===== src/rtl/pipe_debug_pkg.sv =====
// Shared encodings for the UART-driven pipeline debug controller:
// FSM states, host command bytes and dump reason codes.
package pipe_debug_pkg;

    typedef enum logic [3:0] {
        ST_IDLE,
        ST_ARG,
        ST_CHECK,
        ST_PULSE_HI,
        ST_PULSE_LO,
        ST_RST,
        ST_LOAD,
        ST_SEND,
        ST_WAIT
    } state_e;

    typedef enum logic {
        MODE_RUN,
        MODE_CONT
    } mode_e;

    // Host commands are plain ASCII characters.
    localparam logic [7:0] CMD_STEP   = 8'h73; // 's'
    localparam logic [7:0] CMD_RUN_N  = 8'h6E; // 'n'
    localparam logic [7:0] CMD_CONT   = 8'h63; // 'c'
    localparam logic [7:0] CMD_BP_SET = 8'h62; // 'b'
    localparam logic [7:0] CMD_BP_CLR = 8'h42; // 'B'
    localparam logic [7:0] CMD_RESET  = 8'h72; // 'r'
    localparam logic [7:0] CMD_HALT   = 8'h68; // 'h'

    localparam logic [7:0] RSN_STEP  = 8'h01;
    localparam logic [7:0] RSN_RUN_N = 8'h02;
    localparam logic [7:0] RSN_HALT  = 8'h03;
    localparam logic [7:0] RSN_BREAK = 8'h04;
    localparam logic [7:0] RSN_USER  = 8'h05;

endpackage


===== src/rtl/debug_dump_shifter.sv =====
// Snapshot buffer for one dump: holds the wide debug bus and hands it out
// one byte at a time behind the reason byte.
module debug_dump_shifter #(
    parameter int DUMP_BYTES = 172
) (
    input  logic                    clk_i,
    input  logic                    rst_i,
    input  logic                    load_i,
    input  logic [7:0]              reason_i,
    input  logic [DUMP_BYTES*8-1:0] data_i,
    input  logic                    advance_i,
    output logic [7:0]              tx_byte_o,
    output logic                    last_o
);

    localparam int CNT_W = $clog2(DUMP_BYTES + 1);

    logic [DUMP_BYTES*8-1:0] snap_q;
    logic [CNT_W-1:0]        cnt_q;
    logic [7:0]              byte_q;
    logic                    step;

    assign step = advance_i && (cnt_q != '0);

    // NOTE: the snapshot buffer has no reset; every dump reloads it before its first byte is read.
    always_ff @(posedge clk_i) begin
        if (load_i) begin
            snap_q <= data_i;
        end else if (step) begin
            snap_q <= snap_q >> 8;
        end
    end

    always_ff @(posedge clk_i or posedge rst_i) begin
        if (rst_i) begin
            cnt_q  <= '0;
            byte_q <= '0;
        end else if (load_i) begin
            cnt_q  <= CNT_W'(DUMP_BYTES);
            byte_q <= reason_i;
        end else if (step) begin
            cnt_q  <= cnt_q - 1'b1;
            byte_q <= snap_q[7:0];
        end
    end

    assign tx_byte_o = byte_q;
    assign last_o    = (cnt_q == '0);

endmodule


===== src/rtl/pipe_debug_ctrl.sv =====
// Host-driven debug controller: steps/runs the pipeline clock, handles
// breakpoints and halts, and returns a framed snapshot over the UART.
module pipe_debug_ctrl
    import pipe_debug_pkg::*;
#(
    parameter int          DUMP_BYTES  = 172,
    parameter logic [31:0] HALT_INSTR  = 32'hFC000000,
    parameter int          HALT_REPEAT = 4
) (
    input  logic                    top_clk,
    input  logic                    top_rst,
    input  logic                    rx_done_tick,
    input  logic [7:0]              rx_bus,
    input  logic                    tx_done_tick,
    input  logic [31:0]             instruccion,
    input  logic [31:0]             pc,
    input  logic [DUMP_BYTES*8-1:0] send_data,
    output logic                    clk_pipe,
    output logic                    rst_pipe,
    output logic                    tx_start,
    output logic [7:0]              tx_bus,
    output logic                    busy
);

    localparam int HALT_CNT_W = $clog2(HALT_REPEAT + 1);

    state_e                state_q, state_d;
    mode_e                 mode_q, mode_d;
    logic [7:0]            run_reason_q, run_reason_d;
    logic [7:0]            count_q, count_d;
    logic [7:0]            reason_q, reason_d;
    logic [HALT_CNT_W-1:0] halt_cnt_q, halt_cnt_d, halt_next;
    logic                  halt_req_q, halt_req_d;
    logic                  first_chk_q, first_chk_d;
    logic                  bp_en_q, bp_en_d;
    logic [31:0]           bp_addr_q, bp_addr_d;
    logic [1:0]            arg_cnt_q, arg_cnt_d;
    logic                  arg_bp_q, arg_bp_d;
    logic                  rst_cnt_q, rst_cnt_d;
    logic                  clk_pipe_q, rst_pipe_q, tx_start_q, busy_q;
    logic                  dump_load, dump_adv, dump_last, rx_halt;

    assign rx_halt   = rx_done_tick && (rx_bus == CMD_HALT);
    assign halt_next = (instruccion == HALT_INSTR) ? halt_cnt_q + 1'b1 : '0;

    // NOTE: every variable gets its hold value first so no path through the case infers a latch.
    always_comb begin
        state_d      = state_q;
        mode_d       = mode_q;
        run_reason_d = run_reason_q;
        count_d      = count_q;
        reason_d     = reason_q;
        halt_cnt_d   = halt_cnt_q;
        halt_req_d   = halt_req_q;
        first_chk_d  = first_chk_q;
        bp_en_d      = bp_en_q;
        bp_addr_d    = bp_addr_q;
        arg_cnt_d    = arg_cnt_q;
        arg_bp_d     = arg_bp_q;
        rst_cnt_d    = rst_cnt_q;
        dump_load    = 1'b0;
        dump_adv     = 1'b0;

        unique case (state_q)
            ST_IDLE: begin
                if (rx_done_tick) begin
                    case (rx_bus)
                        CMD_STEP: begin
                            mode_d       = MODE_RUN;
                            run_reason_d = RSN_STEP;
                            count_d      = 8'd1;
                            state_d      = ST_CHECK;
                        end
                        CMD_RUN_N: begin
                            arg_bp_d  = 1'b0;
                            arg_cnt_d = '0;
                            state_d   = ST_ARG;
                        end
                        CMD_CONT: begin
                            mode_d      = MODE_CONT;
                            halt_cnt_d  = '0;
                            halt_req_d  = 1'b0;
                            first_chk_d = 1'b1;
                            state_d     = ST_CHECK;
                        end
                        CMD_BP_SET: begin
                            arg_bp_d  = 1'b1;
                            arg_cnt_d = '0;
                            state_d   = ST_ARG;
                        end
                        CMD_BP_CLR: bp_en_d = 1'b0;
                        CMD_RESET: begin
                            rst_cnt_d = 1'b0;
                            state_d   = ST_RST;
                        end
                        default: ;
                    endcase
                end
            end
            ST_ARG: begin
                if (rx_done_tick) begin
                    if (arg_bp_q) begin
                        // Breakpoint address arrives little-endian.
                        bp_addr_d[{arg_cnt_q, 3'b000} +: 8] = rx_bus;
                        arg_cnt_d = arg_cnt_q + 1'b1;
                        if (arg_cnt_q == 2'd3) begin
                            bp_en_d = 1'b1;
                            state_d = ST_IDLE;
                        end
                    end else if (rx_bus == 8'd0) begin
                        reason_d = RSN_RUN_N;
                        state_d  = ST_LOAD;
                    end else begin
                        mode_d       = MODE_RUN;
                        run_reason_d = RSN_RUN_N;
                        count_d      = rx_bus;
                        state_d      = ST_CHECK;
                    end
                end
            end
            ST_CHECK: begin
                if (mode_q == MODE_CONT) begin
                    first_chk_d = 1'b0;
                    halt_cnt_d  = halt_next;
                    if (rx_halt || halt_req_q) begin
                        reason_d   = RSN_USER;
                        halt_req_d = 1'b0;
                        state_d    = ST_LOAD;
                    end else if (bp_en_q && (pc == bp_addr_q) && !first_chk_q) begin
                        reason_d = RSN_BREAK;
                        state_d  = ST_LOAD;
                    end else if (halt_next == HALT_CNT_W'(HALT_REPEAT)) begin
                        reason_d = RSN_HALT;
                        state_d  = ST_LOAD;
                    end else begin
                        state_d = ST_PULSE_HI;
                    end
                end else if (count_q == 8'd0) begin
                    reason_d = run_reason_q;
                    state_d  = ST_LOAD;
                end else begin
                    count_d = count_q - 8'd1;
                    state_d = ST_PULSE_HI;
                end
            end
            ST_PULSE_HI, ST_PULSE_LO: begin
                // A halt request landing between checks is held for the next one.
                if ((mode_q == MODE_CONT) && rx_halt) begin
                    halt_req_d = 1'b1;
                end
                state_d = (state_q == ST_PULSE_HI) ? ST_PULSE_LO : ST_CHECK;
            end
            ST_RST: begin
                halt_cnt_d = '0;
                rst_cnt_d  = 1'b1;
                if (rst_cnt_q) begin
                    state_d = ST_IDLE;
                end
            end
            ST_LOAD: begin
                dump_load = 1'b1;
                state_d   = ST_SEND;
            end
            ST_SEND: state_d = ST_WAIT;
            ST_WAIT: begin
                if (tx_done_tick) begin
                    if (dump_last) begin
                        state_d = ST_IDLE;
                    end else begin
                        dump_adv = 1'b1;
                        state_d  = ST_SEND;
                    end
                end
            end
            default: state_d = ST_IDLE;
        endcase
    end

    // NOTE: state registers use non-blocking assignments so every flop samples pre-edge values.
    always_ff @(posedge top_clk or posedge top_rst) begin
        if (top_rst) begin
            state_q      <= ST_IDLE;
            mode_q       <= MODE_RUN;
            run_reason_q <= '0;
            count_q      <= '0;
            reason_q     <= '0;
            halt_cnt_q   <= '0;
            halt_req_q   <= 1'b0;
            first_chk_q  <= 1'b0;
            bp_en_q      <= 1'b0;
            bp_addr_q    <= '0;
            arg_cnt_q    <= '0;
            arg_bp_q     <= 1'b0;
            rst_cnt_q    <= 1'b0;
            clk_pipe_q   <= 1'b0;
            rst_pipe_q   <= 1'b0;
            tx_start_q   <= 1'b0;
            busy_q       <= 1'b0;
        end else begin
            state_q      <= state_d;
            mode_q       <= mode_d;
            run_reason_q <= run_reason_d;
            count_q      <= count_d;
            reason_q     <= reason_d;
            halt_cnt_q   <= halt_cnt_d;
            halt_req_q   <= halt_req_d;
            first_chk_q  <= first_chk_d;
            bp_en_q      <= bp_en_d;
            bp_addr_q    <= bp_addr_d;
            arg_cnt_q    <= arg_cnt_d;
            arg_bp_q     <= arg_bp_d;
            rst_cnt_q    <= rst_cnt_d;
            // Outputs are registered from the next state so the generated clock never glitches.
            clk_pipe_q   <= (state_d == ST_PULSE_HI);
            rst_pipe_q   <= (state_d == ST_RST);
            tx_start_q   <= (state_d == ST_SEND);
            busy_q       <= (state_d != ST_IDLE);
        end
    end

    debug_dump_shifter #(
        .DUMP_BYTES (DUMP_BYTES)
    ) u_shifter (
        .clk_i     (top_clk),
        .rst_i     (top_rst),
        .load_i    (dump_load),
        .reason_i  (reason_q),
        .data_i    (send_data),
        .advance_i (dump_adv),
        .tx_byte_o (tx_bus),
        .last_o    (dump_last)
    );

    assign clk_pipe = clk_pipe_q;
    assign rst_pipe = rst_pipe_q;
    assign tx_start = tx_start_q;
    assign busy     = busy_q;

endmodule


===== config.mk =====
export PLATFORM = sky130hd
export DESIGN_NAME = pipe_debug_ctrl
export DESIGN_NICKNAME = d
export VERILOG_FILES = /design/src/rtl/pipe_debug_pkg.sv /design/src/rtl/debug_dump_shifter.sv /design/src/rtl/pipe_debug_ctrl.sv
export SDC_FILE = /design/constraint.sdc
export NUM_CORES = 2
export LEC_CHECK = 0
export CORE_AREA = 4 4 572 574
export DETAILED_ROUTE_END_ITERATION = 10
export DIE_AREA = 0 0 576 578
export GPL_ROUTABILITY_DRIVEN = 0
export PLACE_DENSITY = 0.36
export SYNTH_ARGS = -nofsm -noshare
export SYNTH_HDL_FRONTEND = slang
export SYNTH_HIERARCHICAL = 1
export SYNTH_SLANG_ARGS = --single-unit

===== constraint.sdc =====
create_clock -name top_clk -period 62.5 [get_ports top_clk]
set_input_delay 12.5 -clock top_clk [delete_from_list [all_inputs] [get_ports top_clk]]
set_output_delay 12.5 -clock top_clk [all_outputs]
set_load 0.05 [all_outputs]

==> impl_metrics.tcl <==
set metrics [dict create \
    timing.final.crit_period_ns 17.66 \
    dr_total_vias 36930 \
    synthDominantCellAreaShare_pct 66.27 \
    drive_gt1_share_pct 33.26 \
    fp.dieH_um 578 \
    grt_first_pass_wirelength_mm 321.8 \
    cp_max_fo 147 \
    synthTopCellsByArea "edfxtp_1 (66%), mux2_2 (25%), dfrtp_1 (3.2%)" \
    numCtsBuffers 189 \
    io_pins 1464 \
    cts_tree "yes" \
    critPathTopFamily "buffers and inverters" \
    min_path_cells 2 \
    root_buffer "clkbuf_16" \
    remaining_drc_errors 0 \
    drv_cap 0 \
    power_leakage_nw 27.92 \
    critPathSlowestCell "buf_4" \
    endpoint_kind "flip-flop" \
    grt_overflow 0 \
    post-cts-setup-buffers 0 \
    dr.pass1.iters 9 \
    yosysMostFrequentCell "mux2_2" \
    wire_per_inst_um 25.58 \
    power_density_nw_per_um2 30.48 \
    worstHoldEndpoint "bp_addr_q[21]" \
    initial_utilization_pct 19.32 \
    r2r-start "state_q[0]" \
    cp_cell_sequence "clkdlybuf4s50_1 > nand4_1 > inv_1 > nor2_1 > a31oi_4 > buf_4 > buf_4 > buf_4 > buf_4 > buf_12" \
    max_stage_delay_ns 0.74 \
    drtAntennaViolNets 0 \
    status "finished, final reports clean" \
    start_kind "input pin" \
    reg2reg_to "u_shifter/snap_q[308]" \
    fmax_ghz 0.05663 \
    drt-total-wl_mm 243.4 \
    finClkSkew_ns 0.06857 \
    cts.repair.resized 0 \
    synth_common_cells "mux2_2 (1388), edfxtp_1 (1376), buf_2 (144)" \
    antenna_found_initial 316 \
    yosysSeqAreaShare_pct 69.48 \
    holdBufCountCts 0 \
    min_period_over_period_pct 28.25 \
    rsz0062_at_grt "false" \
    synth_area_leader_cell "edfxtp_1" \
    cp_common_cell "buf_4" \
    area.growth.synth_to_final_pct 40.75 \
    syn_avg_cell_area_um2 18.14 \
    wl_met1_mm 89.36 \
    wl_met2_mm 120.7 \
    critical_path_required_ns 62.91 \
    finalHoldViolCount 0 \
    worstMarginPinSlew_ns 1.202 \
    final_nets 6420 \
    setup_viol 0 \
    ir_drop_v 0.00001933 \
    fillers 32990 \
    die_width_um 576 \
    rrSetupSlack_ns 55.44 \
    tns_ns 0 \
    min_from "bp_addr_q[21]" \
    drtIter0Drc 2196 \
    insertion_delay_ns 0.84 \
    hold_path_class "flip-flop to flip-flop" \
    coreArea_um2 322700 \
    grt_pass1_vias 38720 \
    postSynth.asyncResetShare_pct 5.495 \
    clk_pin_slew_ns 0.05 \
    dr_wl_met3_mm 24.43 \
    finalPower_mw 2.675 \
    ys_types 81 \
    synth-seq-cells 1456 \
    dieArea_um2 332900 \
    grt_max_degree 161 \
    cts_max_path_buffers 4 \
    syn-cell-area_um2 62350 \
    viasPerCell 3.880 \
    synth_edf_count 1376 \
    num_rows 209 \
    slew_headroom_pct 19.88 \
    port_buffers 1463 \
    routed.top_layer "met5" \
    h-tree-depth 4 \
    synthCells 3438 \
    grtUsageTotal_pct 13.87 \
    slew_viol_final 0 \
    cp.buffers_inverters 7 \
    worstRegToRegCells 9 \
    cts.sinks 1456 \
    dp_hpwl_mm 184.2 \
    yosys_warnings 6 \
    dominantRegCellSynth "edfxtp_1" \
    arrival_ns 18.07 \
    criticalPathCategory "input pin to flip-flop" \
]
layout make-up:
| type | instances | area (um2) | area share [%] |
|---|---|---|---|
| Tap cell | 4325 | 5411 | 6.167 |
| Inverter | 16 | 60.06 | 0.06844 |
| Clock buffer | 242 | 4991 | 5.688 |
| Antenna cell | 87 | 217.7 | 0.2481 |
| Multi-Input combinational cell | 1792 | 18110 | 20.64 |
| Timing Repair Buffer | 1503 | 15020 | 17.12 |
| Sequential cell | 1456 | 43320 | 49.37 |
| Clock inverter | 96 | 620.6 | 0.7072 |
where the power goes:
part           internal, mW  switching [mW]  leakage [nW]  total (mW)
Sequential             1.18          0.0364          13.5        1.22
Clock                 0.578           0.440          2.74        1.02
Combinational         0.226           0.210          11.7       0.435
metrics by stage:
| step | instance area, um2 | cells | worst slack (ns) | util (%) | hold slack (ns) |
|---|---|---|---|---|---|
| 2_1_floorplan | 62360 | 3442 | 4.216 | - | 0.4489 |
| 5_1_grt | 87620 | 9465 | 44.44 | 27.15 | 0.5155 |
| 3_3_place_gp | 81920 | 9092 | 43.84 | 25.39 | 0.4770 |
| 3_5_place_dp | 81920 | 9092 | 43.86 | 25.39 | 0.4910 |
| 4_1_cts | 87540 | 9430 | 44.80 | 27.13 | 0.5010 |
| 6_report | 87750 | 9517 | 44.84 | 27.19 | 0.4991 |
registers in the layout, summed over array words and instances, names as in the netlist, 2 cells and up:
name	cells
bp_addr_q	32
run_reason_q	2
count_q	8
halt_cnt_q	3
reason_q	3
u_shifter/tx_byte_o	8
u_shifter/cnt_q	8
u_shifter/snap_q	1376
state_q	4
arg_cnt_q	2
worst reg2reg max path: stages, from the launching register on:
cell      delay, ns
dfrtp_1        0.58
nand2b_1       0.39
nor2_4         0.47
buf_12         0.53
buf_12         0.84
buf_4          0.86
buf_4          0.89
buf_4          0.86
buf_4          0.83
mux2_2         0.55
worst max path at each step:
stage / from / to / cells past startpoint
after detailed placement: tx_done_tick / u_shifter/snap_q[1370] / 10
after CTS: tx_done_tick / u_shifter/snap_q[464] / 10
final: tx_done_tick / u_shifter/snap_q[418] / 10
after global routing: tx_done_tick / u_shifter/snap_q[456] / 10
after floorplan: tx_done_tick / u_shifter/tx_byte_o[0] / 5
after global placement: tx_done_tick / u_shifter/snap_q[1363] / 10
layout by cell type, fill, tap and decap left out, types with 34 or more instances in the layout:
master,synthesis,layout
buf_4,4,34
clkbuf_1,24,49
clkbuf_16,0,191
clkdlybuf4s50_1,0,1463
clkinv_1,0,50
dfrtp_1,80,80
diode_2,0,87
edfxtp_1,1376,1376
mux2_2,1388,1388
nand2_1,90,90
nor2_1,38,37
o21ai_0,49,49
metal layers:
layer	up-vias	track usage, %
li1	16620	-
met1	17950	14.94
met2	1441	23.84
met3	714	6.486
met4	210	4.813
met5	-	0
cell families (layout without fill, tap and decap cells):
| logic type | Yosys count | count (layout) | share of synthesized area (%) |
|---|---|---|---|
| flip-flops | 1456 | 1456 | 69.48 |
| multiplexers | 1393 | 1393 | 25.16 |
| AND/OR/NAND/NOR | 231 | 231 | 1.912 |
| buffers and inverters | 194 | 1857 | 1.519 |
| AO/OA/AOI/OAI | 120 | 120 | 1.258 |
| XOR/XNOR | 33 | 33 | 0.4636 |
| adder cells (fa/ha/maj) | 10 | 10 | 0.2007 |
| other | 1 | 92 | 0.006015 |
(Power assumes the default switching activity.)
